===== src/rtl/multi_blinky.sv =====
// rtl/multi_blinky.sv - N-channel LED blinker sharing one free-running tick prescaler
module multi_blinky #(
  parameter int clk_freq_hz = 12_000_000,
  parameter int tick_hz     = 1_000,
  parameter int n_ch        = 4,
  parameter int half_w      = 16,
  parameter int half_rst    = 500,
  localparam int ch_w       = (n_ch > 1) ? $clog2(n_ch) : 1
) (
  input  logic              clk,
  input  logic              rst_n,
  input  logic              cfg_we,
  input  logic [ch_w-1:0]   cfg_ch,
  input  logic [1:0]        cfg_mode,
  input  logic [half_w-1:0] cfg_half,
  output logic              tick,
  output logic [n_ch-1:0]   busy,
  output logic [n_ch-1:0]   q
);

  localparam int div  = clk_freq_hz / tick_hz;
  localparam int pc_w = (div > 1) ? $clog2(div) : 1;
  localparam logic [pc_w-1:0] pc_last = pc_w'(div - 1);

  localparam logic [1:0] mode_off   = 2'd0;
  localparam logic [1:0] mode_on    = 2'd1;
  localparam logic [1:0] mode_blink = 2'd2;
  localparam logic [1:0] mode_shot  = 2'd3;

  if (div < 1) begin : g_div_check
    $error("multi_blinky: clk_freq_hz / tick_hz must be at least 1");
  end

  logic [pc_w-1:0] pcnt;

  // Free-running: config writes never disturb the tick phase.
  always_ff @(posedge clk) begin
    if (!rst_n) begin
      pcnt <= '0;
      tick <= 1'b0;
    end else begin
      tick <= (pcnt == pc_last);
      pcnt <= (pcnt == pc_last) ? '0 : pcnt + pc_w'(1);
    end
  end

  for (genvar i = 0; i < n_ch; i++) begin : g_ch
    logic [1:0]        mode;
    logic [half_w-1:0] half;
    logic [half_w-1:0] cnt;
    logic              q_r;
    logic              busy_r;
    logic              hit;

    assign hit     = cfg_we && (cfg_ch == ch_w'(i));
    assign q[i]    = q_r;
    assign busy[i] = busy_r;

    // A write on a tick edge swallows that tick for this channel only.
    always_ff @(posedge clk) begin
      if (!rst_n) begin
        mode   <= mode_off;
        half   <= half_w'(half_rst);
        cnt    <= '0;
        q_r    <= 1'b0;
        busy_r <= 1'b0;
      end else if (hit) begin
        mode   <= cfg_mode;
        half   <= (cfg_half == '0) ? half_w'(1) : cfg_half;
        cnt    <= '0;
        q_r    <= (cfg_mode != mode_off);
        busy_r <= (cfg_mode == mode_shot);
      end else if (tick) begin
        case (mode)
          mode_on: begin
            q_r <= 1'b1;
            cnt <= '0;
          end
          mode_blink: begin
            if (cnt == half - half_w'(1)) begin
              cnt <= '0;
              q_r <= ~q_r;
            end else begin
              cnt <= cnt + half_w'(1);
            end
          end
          mode_shot: begin
            if (cnt == half - half_w'(1)) begin
              cnt    <= '0;
              q_r    <= 1'b0;
              busy_r <= 1'b0;
              mode   <= mode_off;
            end else begin
              cnt <= cnt + half_w'(1);
            end
          end
          default: begin
            q_r <= 1'b0;
            cnt <= '0;
          end
        endcase
      end
    end
  end

endmodule


===== config.mk =====
export PLATFORM = sky130hd
export DESIGN_NAME = multi_blinky
export DESIGN_NICKNAME = d
export VERILOG_FILES = /design/src/rtl/multi_blinky.sv
export SDC_FILE = /design/constraint.sdc
export NUM_CORES = 1
export LEC_CHECK = 0
export ABC_AREA = 1
export BUFFER_PORTS_ARGS = -buffer_cell sky130_fd_sc_hd__buf_2
export CAP_MARGIN = 30
export CORE_MARGIN = 4
export CORE_UTILIZATION = 30
export DETAILED_ROUTE_END_ITERATION = 7
export GPL_ROUTABILITY_DRIVEN = 0
export SLEW_MARGIN = 25
export SYNTH_ARGS = -nofsm -noshare
export SYNTH_HDL_FRONTEND = slang
export SYNTH_SLANG_ARGS = --single-unit

===== constraint.sdc =====
create_clock -name clk -period 2.05 [get_ports clk]
set_input_delay 0.3075 -clock clk [delete_from_list [all_inputs] [get_ports clk]]
set_output_delay 0.3075 -clock clk [all_outputs]
set_load 0.03 [all_outputs]

Word-level counts from Yosys, hierarchy flattened
Index checks and enable logic that the tools add are counted.
{"block": "totals", "reg_bits": 159, "inputBits": 23, "out_inout_bits": 9, "word_cells": 158}
{"block": "classes", "n_addsub": 9, "eq_ne": 29, "n_mux": 57, "bitwise_logic": 5, "reduce_logical": 36}
{"cell": "$mux W16", "count": 9}
{"cell": "$add A16 B1 Y16 const B", "count": 4}
{"cell": "$eq A16 B16 Y1", "count": 4}
{"cell": "$sub A16 B1 Y16 const B", "count": 4}
{"cell": "$mux W2", "count": 16}
{"cell": "$mux W1", "count": 28}
{"cell": "$reduce_bool A2 Y1", "count": 13}
{"cell": "$ne A3 B3 Y1 const B", "count": 8}
{"cell": "$reduce_and A3 Y1", "count": 8}
{"cell": "$eq A2 B2 Y1 const B", "count": 11}
{"cell": "$reduce_or A2 Y1", "count": 9}
{"cell": "$logic_not A16 Y1", "count": 1}
{"cell": "$add A14 B1 Y14 const B", "count": 1}
{"cell": "$eq A14 B14 Y1 const B", "count": 1}
{"cell": "$pmux W1 S3", "count": 4}
{"cell": "$eq A2 B1 Y1 const B", "count": 5}
{"cell": "$not A1 Y1", "count": 5}
{"cell": "$logic_and A1 B1 Y1", "count": 4}
{"cell": "$logic_not A2 Y1", "count": 1}

Longest topological paths before layout
{"block": "depth", "word_depth": 6, "ltp_mapped": 17, "ltp_nobuf": 17}

Worst setup path before layout
OpenSTA, ideal clock, no wires.
{"block": "synth_timing", "path_type": "flip-flop to flip-flop", "startpoint": "register tick", "endpoint": "register g_ch[0].cnt[12]", "setup_ns": 0.115, "arrival_ns": 1.848, "required_time_ns": 1.935, "path_slack_ns": 0.087, "path_stages_with_launch": 12, "n_path_buf": 1, "synth_period_minus_slack_ns": 1.963, "cell_sequence": "dfxtp_1 -> buf_4 -> and3_1 -> nand2_1 -> nor2_1 -> nand2_1 -> nor4_2 -> nand2_1 -> nor2_1 -> nand2_1 -> xor2_1 -> nor2_2"}
{"element": "start: declaration", "line_no": "16", "text": "output logic tick,"}
{"element": "start signal: assignment", "line_no": "42", "text": "tick <= (pcnt == pc_last);"}
{"element": "end signal: assignment", "line_no": "84", "text": "cnt <= cnt + half_w'(1);"}
{"element": "end signal: assignment", "line_no": "94", "text": "cnt <= cnt + half_w'(1);"}
{"element": "end: declaration", "line_no": "50", "text": "logic [half_w-1:0] cnt;"}

Final worst setup path
{"block": "layout_timing", "startpoint": "register g_ch[3].half[1]", "endpoint": "register g_ch[3].mode[1]"}
{"block": "layout_between", "elab_chain_len": 4}
{"element": "start: declaration", "line_no": "49", "text": "logic [half_w-1:0] half;"}
{"element": "start signal: assignment", "line_no": "63", "text": "half <= half_w'(half_rst);"}
{"element": "start signal: assignment", "line_no": "69", "text": "half <= (cfg_half == '0) ? half_w'(1) : cfg_half;"}
{"element": "$sub A16 B1 Y16", "line_no": "88", "text": "if (cnt == half - half_w'(1)) begin"}
{"element": "$eq A16 B16 Y1", "line_no": "88"}
{"element": "$reduce_bool A2 Y1 (no source line)"}
{"element": "$reduce_and A3 Y1 (no source line)"}
{"element": "end signal: assignment", "line_no": "62", "text": "mode <= mode_off;"}
{"element": "end signal: assignment", "line_no": "68", "text": "mode <= cfg_mode;"}
{"element": "end signal: assignment", "line_no": "92", "text": "mode <= mode_off;"}
{"element": "end: declaration", "line_no": "48", "text": "logic [1:0] mode;"}
Every way passes these cells.
A chain may end at the register's enable or synchronous reset.

==> impl_metrics.ini <==
[run_status]
status = complete, no violations

[global_route]
busiest_layer = met2
met2_usage = 0.2445
gr-usage-met1 = 0.2088
overflow = 0
use_met3 = 0.02912
grt_usage = 0.1520
antenna_found_initial = 0
grt_max_degree = 24
grt_pass1_vias = 8712
grt_pass1_wl_um = 42680

[place]
placedCellCount = 1876
dpl.hpwl_um = 20190
pre_cts_ws_ps = -61.21
port_buffers = 31

[sta]
finClkSkew_ps = 12.89
hold_violations = 0
final.period_utilization = 0.9706
slew_headroom = 0.6110
layout_min_cycle_time_ps = 1990
setup_tns_ps = 0
maxSlewViolCount = 0
setup_viol = 0
fmax_mhz = 502.6
grt_setup_unrepaired = true
setup_slack_ps = 60.22
worstMarginPinSlew_ps = 582.8

[run]
drv_cap = 0

[drt]
ant_nets = 0
drc = 0
vias = 9285
routedWlPerCell_um = 13.99
dr.pass1.iters = 5
wirelength_um = 26820
routed_via_density = 4.844
first_iter_violations = 619

[die]
die_area_sq_mm = 0.03464
pin_count = 32
design.core.area_sq_mm = 0.03091
chipWidth_um = 186.1
fp.dieH_um = 186.1
rows = 64
start_util = 0.3079

[synth]
syn_area_sq_mm = 0.009517
synth_seq_cells = 159
synth_cell_types = 43
synth_commonest_cells = nand2_1 (330), nor2_1 (195), inv_1 (179)
yosysSeqAreaShare = 0.3345
synth.most_common_cell = nand2_1
synth_edf_count = 0
synth.avg_cell_area_sq_um = 6.730
netlist.area_leader.share = 0.3345
yosysWarningCount = 0
synthArstFlopShare = 0
yosysTopAreaCell = dfxtp_1
syn_inst = 1414
synth_ff_type = dfxtp_1
synth_nets = 1458
synthTopCellsByArea = dfxtp_1 (33%), nand2_1 (13%), nor2_1 (7.7%)

[critical_path]
worstPathArrival_ps = 2320
slowest_stage = dfxtp_2
crit_path_frequent_cell = nand3_1
crit_chain = inv_2 -> ha_4 -> nand3_4 -> nor2_2 -> nand2_1 -> xor2_1 -> nor2_1 -> nand3_1 -> nor2_4 -> buf_6 -> nand3b_1 -> nand3_1 -> a21oi_1
crit_type = register to register
cp-end-kind = register
crit_required_ps = 2380
path_delay_family = simple AND/OR/NAND/NOR gates
timing.rr.start = g_ch[3].half[1]$_SDFFE_PN0P_
critPathLaunch = g_ch[3].half[1]$_SDFFE_PN0P_
crit_buf_inv = 2
rrSetupSlack_ps = 60
slowest_delay_ps = 320
cp_max_fo = 4
r2r_cells = 13
reg2reg_to = g_ch[3].mode[1]$_SDFFE_PN0P_
start_kind = register

[finish]
fillCellCount = 3226
area_growth_pct = 22.27
instances_no_fill = 1917
antenna_cells = 0
drive_gt1_frac = 0.1926
layout.nets = 1552
final_util = 0.3765

[power]
leakage_nw = 4.796
ir_drop_mv = 0.6374
p_per_area_mw_per_mm2 = 598.9
p_total_w = 0.006969

[clock_tree]
cts_root_buf = clkbuf_16
clk_path_buf_depth = 2
clk_pin_slew_ps = 80
cts_tree = built
clk_latency_ps = 440
cts.sinks = 159
cts_buffers = 17
holdBufCountCts = 0
cts_max_level = 4

[min_path]
whs_path_depth = 3
worstHoldPathType = input port to register
hold_end = g_ch[2].mode[1]$_SDFFE_PN0P_
min_from = cfg_mode[1]
## routing by layer
metal	wire length, um	vias up
li1	-	4730
met1	12750	4307
met2	12110	207
met3	1516	41
met4	447	0
met5	0	-
## metrics by stage
stage / hold WS, ps / area, sq um
after global routing: 225.5 / 11640
after global placement: 445.7 / 10490
final: 211.7 / 11640
after floorplan: 417.9 / 9517
after detailed placement: 464.5 / 10490
after CTS: 195.9 / 11090
## placed cells by master, fill, tap and decap left out, drive strengths merged, types with 29 or more instances in the layout
master  netlist  final
a21oi        73     73
buf          14    105
dfxtp       159    159
inv         182    192
nand2       344    346
nand3        83     83
nand4        36     36
nor2        218    218
nor3         29     29
o21ai        44     44
o22ai        30     30
xnor2        37     37
xor2         64     64
## worst register-to-register path: stages, from the launching register on
cell and delay (ps):
dfxtp_2 320, inv_2 70, ha_4 160, nand3_4 90, nor2_2 200, nand2_1 90, xor2_1 150, nor2_1 110
nand3_1 120, nor2_4 170, buf_6 110, nand3b_1 120, nand3_1 120, a21oi_1 60
## where the power goes
| part | switching, W | internal, W |
|---|---|---|
| Sequential | 0.0000702 | 0.00315 |
| Clock | 0.00151 | 0.00162 |
| Combinational | 0.000396 | 0.000222 |
## worst max-delay path by stage
stage                                               to  cells past startpoint
after detailed placement   g_ch[2].cnt[6]$_SDFFE_PP0P_                     14
after floorplan           g_ch[0].cnt[12]$_SDFFE_PP0P_                     11
final                     g_ch[3].mode[1]$_SDFFE_PN0P_                     13
after global routing          g_ch[3].q_r$_SDFFE_PN0P_                     17
after CTS                  g_ch[2].cnt[6]$_SDFFE_PP0P_                     15
after global placement     g_ch[1].cnt[8]$_SDFFE_PP0P_                     14
## flip-flops by register name, indices dropped and copies added (netlist names)
| name | count |
|---|---|
| pcnt | 14 |
| g_ch.half | 64 |
| g_ch.mode | 8 |
| g_ch.q_r | 4 |
| tick | 1 |
| g_ch.busy_r | 4 |
| g_ch.cnt | 64 |
## kinds of logic after synthesis
| family | count (synthesis) | synth area share |
|---|---|---|
| AO/OA/AOI/OAI | 172 | 0.1015 |
| AND/OR/NAND/NOR | 740 | 0.3493 |
| flip-flops | 159 | 0.3345 |
| XOR/XNOR | 101 | 0.09374 |
| adder cells (fa/ha/maj) | 21 | 0.02761 |
| buffers and inverters | 221 | 0.09335 |
## area by class of cell
class,instances,area [sq um],share of cell area
clock buffers,18,429.2,0.03688
clock inverters,14,141.4,0.01215
inverters,189,709.4,0.06097
multi-input cells,1036,5924,0.5091
flip-flops and latches,159,3199,0.2749
well taps,396,495.5,0.04258
repair buffers,105,737.0,0.06333
## what timing repair did
action / CTS / global route
gates resized for setup: 8 / 130
setup endpoints to repair: 50 / 79
setup buffers: 0 / 7
pin swaps: 2 / 50
gates cloned: 0 / 2
No activity file was read; power rests on OpenSTA's default activity.
